[config.mk]
export PLATFORM = sky130hd
export DESIGN_NAME = sum_accumulator
export DESIGN_NICKNAME = d
export VERILOG_FILES = /design/src/rtl/sum_accumulator.sv
export SDC_FILE = /design/constraint.sdc
export NUM_CORES = 1
export LEC_CHECK = 0
export ABC_AREA = 1
export BUFFER_PORTS_ARGS = -buffer_cell sky130_fd_sc_hd__buf_2
export CORE_MARGIN = 1
export CORE_UTILIZATION = 47
export CTS_CLUSTER_DIAMETER = 80
export DETAILED_ROUTE_END_ITERATION = 10
export GPL_ROUTABILITY_DRIVEN = 0
export PLACE_DENSITY = 0.81
export SETUP_SLACK_MARGIN = 0.02
export SLEW_MARGIN = 5
export SYNTH_ARGS = -nofsm -noshare
export SYNTH_HDL_FRONTEND = slang
export SYNTH_SLANG_ARGS = --single-unit
[constraint.sdc]
create_clock -name clk -period 1.45 [get_ports clk]
set_input_delay 0.145 -clock clk [delete_from_list [all_inputs] [get_ports clk]]
set_output_delay 0.145 -clock clk [all_outputs]
set_load 0.01 [all_outputs]
[src/rtl/sum_accumulator.sv]
// sum_accumulator: sums NUM_SAMPLES 5-bit {c_out, sum} adder results into one 8-bit total
// and counts how many of those samples carried out.
module sum_accumulator #(
    parameter int NUM_SAMPLES = 4
) (
    input  logic       clk,
    input  logic       reset_n,
    input  logic       clear,
    input  logic       in_valid,
    input  logic [3:0] in_sum,
    input  logic       in_c_out,
    output logic       in_ready,
    output logic       out_valid,
    input  logic       out_ready,
    output logic [7:0] out_acc,
    output logic [3:0] out_carry_cnt
);
    typedef enum logic [1:0] {IDLE, ACCUM, DONE} state_t;
    state_t     state_q, state_d;
    logic [7:0] acc_q, acc_d;
    logic [3:0] cnt_q, cnt_d;
    logic [3:0] carry_q, carry_d;
    logic       accept, last, zero;
    always_comb begin
        accept  = in_valid && in_ready && !clear;
        last    = cnt_q == 4'(NUM_SAMPLES - 1);
        // a taken result and a clear both return every register to the idle zero state
        zero    = clear || (state_q == DONE && out_ready);
        state_d = zero ? IDLE : accept ? (last ? DONE : ACCUM) : state_q;
        acc_d   = zero ? '0 : accept ? acc_q + {3'b000, in_c_out, in_sum} : acc_q;
        cnt_d   = zero ? '0 : accept ? cnt_q + 4'd1 : cnt_q;
        carry_d = zero ? '0 : accept ? carry_q + {3'b000, in_c_out} : carry_q;
    end
    always_ff @(posedge clk or negedge reset_n) begin
        if (!reset_n) begin
            state_q <= IDLE;
            acc_q   <= '0;
            cnt_q   <= '0;
            carry_q <= '0;
        end else begin
            state_q <= state_d;
            acc_q   <= acc_d;
            cnt_q   <= cnt_d;
            carry_q <= carry_d;
        end
    end
    assign in_ready      = state_q != DONE;
    assign out_valid     = state_q == DONE;
    assign out_acc       = acc_q;
    assign out_carry_cnt = carry_q;
endmodule

* Word level (Yosys, flattened, before mapping) *
Index checks and enable logic that the tools add are counted.

word-level totals
  output and inout bits = 14
  word-level logic and storage cells = 25
  bits in registers = 18

cells by class
  equal/unequal tests = 3
  reductions and logical operators = 6
  mux-type cells = 9
  add/subtract/negate cells = 3

operator list
  cell                                                             number
  4-bit 2-to-1 mux                                                 4
  8-bit 2-to-1 mux                                                 2
  8-bit by 5-bit adder with 8-bit output                           1
  2-bit 2-to-1 mux                                                 3
  4-bit by 1-bit adder with 4-bit output                           1
  4-bit by 1-bit adder with 4-bit output, second input constant    1
  4-bit by 2-bit == test with 1-bit output, second input constant  1
  1-bit logical AND                                                3
  2-bit == test, second input constant                             1
  2-bit inequality test, second input constant                     1
  2-bit nonzero test                                               1
  1-bit zero test                                                  1
  1-bit logical OR                                                 1

* Depth between registers and ports, before layout *
  depth after elaboration = 5
  mapped depth = 9
  depth with buffers taken out = 9

* Worst setup path after synthesis *
Ideal clock, no wire load.

  kind = register to register
  from = register acc_q[0] (netlist: out_acc[0])
  to = register acc_q[6] (netlist: out_acc[6])
  stages on the path, launching flop included = 9
  clock period less this slack = 1.598 ns
  data arrival time = 1.479 ns
  slack = -0.148 ns
  required time = 1.331 ns
  path buffers = 0
  library setup time = 0.119 ns
  cells stage by stage = dfrtp_1 -> ha_1 -> fa_1 -> nand2_1 -> nand2_1 -> nand3_1 -> nand2_1 -> a21oi_1 -> nor2_1

between the ends
  cells in the longest elaborated chain, start to end = 3

ends and longest elaborated chain
  what                                    line  text
  start, declared                         20    logic [7:0] acc_q, acc_d;
  start signal, assigned                  37    acc_q <= '0;
  start signal, assigned                  42    acc_q <= acc_d;
  8-bit by 5-bit adder with 8-bit output  30    acc_d = zero ? '0 : accept ? acc_q + {3'b000, in_c_out, in_sum} : acc_q;
  8-bit 2-to-1 mux (2 in series)          30

No other way between the ends. The select of a mux whose other input is x is not followed.
A chain may end at the register's enable or synchronous reset.

* Worst setup path in the final report *
Ends and elaborated chain as after synthesis.

==> impl_metrics.py <==
metrics = {
    "synthesis": {
        "muxShareOfSynthArea_pct": 0,
        "synth_xor_xnor_area_share_pct": 1.71,
        "synth_nets": 134,
        "syn_area_sq_um": 1030,
        "synthSimpleGateAreaFrac_pct": 21.2,
        "syn_avg_cell_area_sq_um": 8.92,
        "synthCells": 115,
        "synth_top_area_cell": "dfrtp_1",
        "synth_compound_area_share_pct": 15.4,
        "ys_types": 22,
        "synth.top_cell.area_share_pct": 43.9,
        "synthAdderAreaFrac_pct": 11.7,
        "synth_top_family_by_area": "simple AND/OR/NAND/NOR gates",
        "ys_seq_area_share_pct": 43.9,
        "ys_warn_count": 0,
        "synth_area_leaders": "dfrtp_1, ha_1, nand2_1",
        "synth-seq-cells": 18,
    },
    "finish": {
        "antenna_cells": 0,
        "nets": 168,
        "register_area_sq_um": 452,
        "area_growth_pct": 33.5,
        "drive_above_1_share_pct": 41.2,
        "fill_cells": 168,
        "multi_input_area_sq_um": 627,
    },
    "detailed_routing": {
        "drt-initial-drc-count": 8,
        "vias_per_cell": 5.19,
        "avgRoutedWirePerCell_um": 13.4,
        "vias": 909,
        "drc_errors": 0,
        "drt-total-wl_mm": 2.34,
        "dr.pass1.iters": 4,
        "antenna_left": 0,
    },
    "setup_path": {
        "start_kind": "flip-flop",
        "end_kind": "flip-flop",
        "slowest_delay_ps": 420,
        "cp_max_fo": 2,
        "critPathTopFamily": "adder cells",
        "crit_slowest_cell": "dfrtp_1",
        "ff2ff_setup_slack_ps": -50,
        "cp_data_arrival_time_ps": 1700,
        "critPathKind": "reg2reg",
        "worstPathCellList": "ha_4 -> fa_2 -> nand2_2 -> nand2_2 -> nand3_2 -> nand2_1 -> a21oi_1 -> nor2_1",
        "ff2ff_path_depth": 8,
        "path_common_cell": "nand2_2",
        "worstPathBufferInverterCount": 0,
        "rr_startpoint": "out_acc[0]",
        "cp.required_ps": 1650,
        "r2r-end": "out_acc[6]",
    },
    "global_route": {
        "grt_usage_pct": 20.9,
        "grt_pass1_vias": 867,
        "gr-total-overflow": 0,
        "grt_pass1_wl_mm": 3.75,
        "antenna_found_initial": 0,
        "grt_max_degree": 19,
    },
    "sta": {
        "min_period_ps": 1500,
        "drv_slew": 0,
        "setup_viol_count_final": 2,
        "hold_viol": 0,
        "relSlewSlack_pct": 72.8,
        "setup_tns_ps": -67.4,
        "fmax_ghz": 0.667,
        "worst_pin_slew_ps": 409,
        "skew_ps": 3.15,
        "rsz0062_at_grt": "true",
        "fin_ws_ps": -48.9,
        "fin_crit_sh_pct": 103,
    },
    "cts": {
        "numCtsBuffers": 3,
        "htree_levels": 1,
        "clockBufferDepth": 2,
        "clk_pin_slew_ps": 110,
        "clkSinkCount": 18,
        "cts_tree": "done",
        "clock_latency_ps": 300,
        "clk_root_buffer_cell": "clkbuf_4",
    },
    "power_and_ir_drop": {
        "peakVddDrop_mv": 0.694,
        "powerDensity_nw_per_um2": 876,
        "leakage_nw": 0.722,
    },
    "floorplan": {
        "io_pins": 24,
        "fp.dieH_um": 48.7,
        "initial_core_util_pct": 51.2,
        "core_area_sq_um": 2000,
        "die_area_sq_um": 2370,
        "die_w_um": 48.7,
        "std_cell_rows": 16,
    },
    "hold_path": {
        "worstHoldPathType": "in2reg",
        "min_from": "out_ready",
        "hold_depth": 4,
        "worstHoldEndpoint": "cnt_q[2]",
    },
    "place": {
        "dpl.hpwl_mm": 1.65,
        "port_buffers": 23,
        "pre_cts_ws_ps": -56.9,
    },
    "job": {
        "drv_cap": 0,
    },
    "outcome": {
        "violations": "setup timing",
        "status": "finished, violations left",
    },
}
## worst max path at each step
stage,slack [ps],depth (start not counted),endpoint,startpoint
2_1_floorplan,-60,8,out_acc[6],out_acc[0]
3_3_place_gp,-10,8,out_acc[6],out_acc[0]
3_5_place_dp,-60,8,out_acc[6],out_acc[0]
4_1_cts,-40,8,out_acc[6],out_acc[0]
5_1_grt,-130,8,out_acc[6],out_acc[0]
6_report,-50,8,out_acc[6],out_acc[0]
## cells in the final DEF (no fill, tap or decap), drive strengths merged, types with 4 or more instances in the layout
| master | netlist | final |
|---|---|---|
| a21oi | 10 | 10 |
| a22o | 6 | 6 |
| buf | 1 | 29 |
| clkbuf | 0 | 4 |
| dfrtp | 18 | 18 |
| ha | 8 | 8 |
| inv | 13 | 13 |
| nand2 | 23 | 23 |
| nand3 | 10 | 10 |
| nor2 | 13 | 13 |
| o21ai | 8 | 8 |
## area by class of cell
cell class	count	share of cell area, %
multi-input combinational	83	45.8
sequential	18	33.0
timing repair buffer	30	12.4
inverter	13	3.74
clock buffer	4	2.65
tap	27	2.47
## cell families after synthesis
logic type	count (synthesis)
AO/OA/AOI/OAI	24
XOR/XNOR	2
adder cells (fa/ha/maj)	9
buffers and inverters	14
flip-flops	18
AND/OR/NAND/NOR	48
## synthesized netlist by cell type (all sizes together)
master	number
a21oi	10
a22o	6
buf	1
dfrtp	18
fa	1
ha	8
inv	13
nand2	23
nand3	10
nor2	13
nor3b	1
o21ai	8
or2	1
xnor2	1
xor2	1
## what timing repair did
action	in CTS	in global routing
pin swaps	2	5
endpoints found under the hold margin	18	0
resized for setup	2	20
setup buffers	1	1
hold buffers	1	0
setup endpoints to repair	4	12
## per-layer routing
layer / wire length [um] / GRT usage [%]
met1: 950 / 25.4
met2: 1250 / 36.6
met3: 108 / 4.09
met4: 31 / 7.35
met5: 0 / 0
## flip-flops by register name, summed over array words and instances (netlist names)
register / cells
state_q: 2
out_acc: 8
cnt_q: 4
out_carry_cnt: 4
## worst register-to-register path: cells and delay by family (launching register included)
family	cells	cell delay [ps]
and+or+nand+nor	5	350
AOI/OAI and AO/OA	1	120
DFF	1	420
adders and majority gates	2	520
## through the flow
stage	utilization [%]	power, W	hold WS, ps	std cells	cell area, sq um
after floorplan	-	0.000724	-151	115	1030
after global placement	60.3	0.000807	93.2	169	1210
after detailed placement	60.3	0.000821	101	169	1210
after CTS	63.4	0.00114	186	175	1270
after global routing	68.4	0.00127	220	175	1370
final	68.4	0.00120	217	175	1370
## report_power, final
part / internal, W / switching (W)
clock: 0.000153 / 0.000163
sequential: 0.000531 / 0.0000322
combinational: 0.000144 / 0.000176
Note: power is estimated with default switching activity, not from simulation.
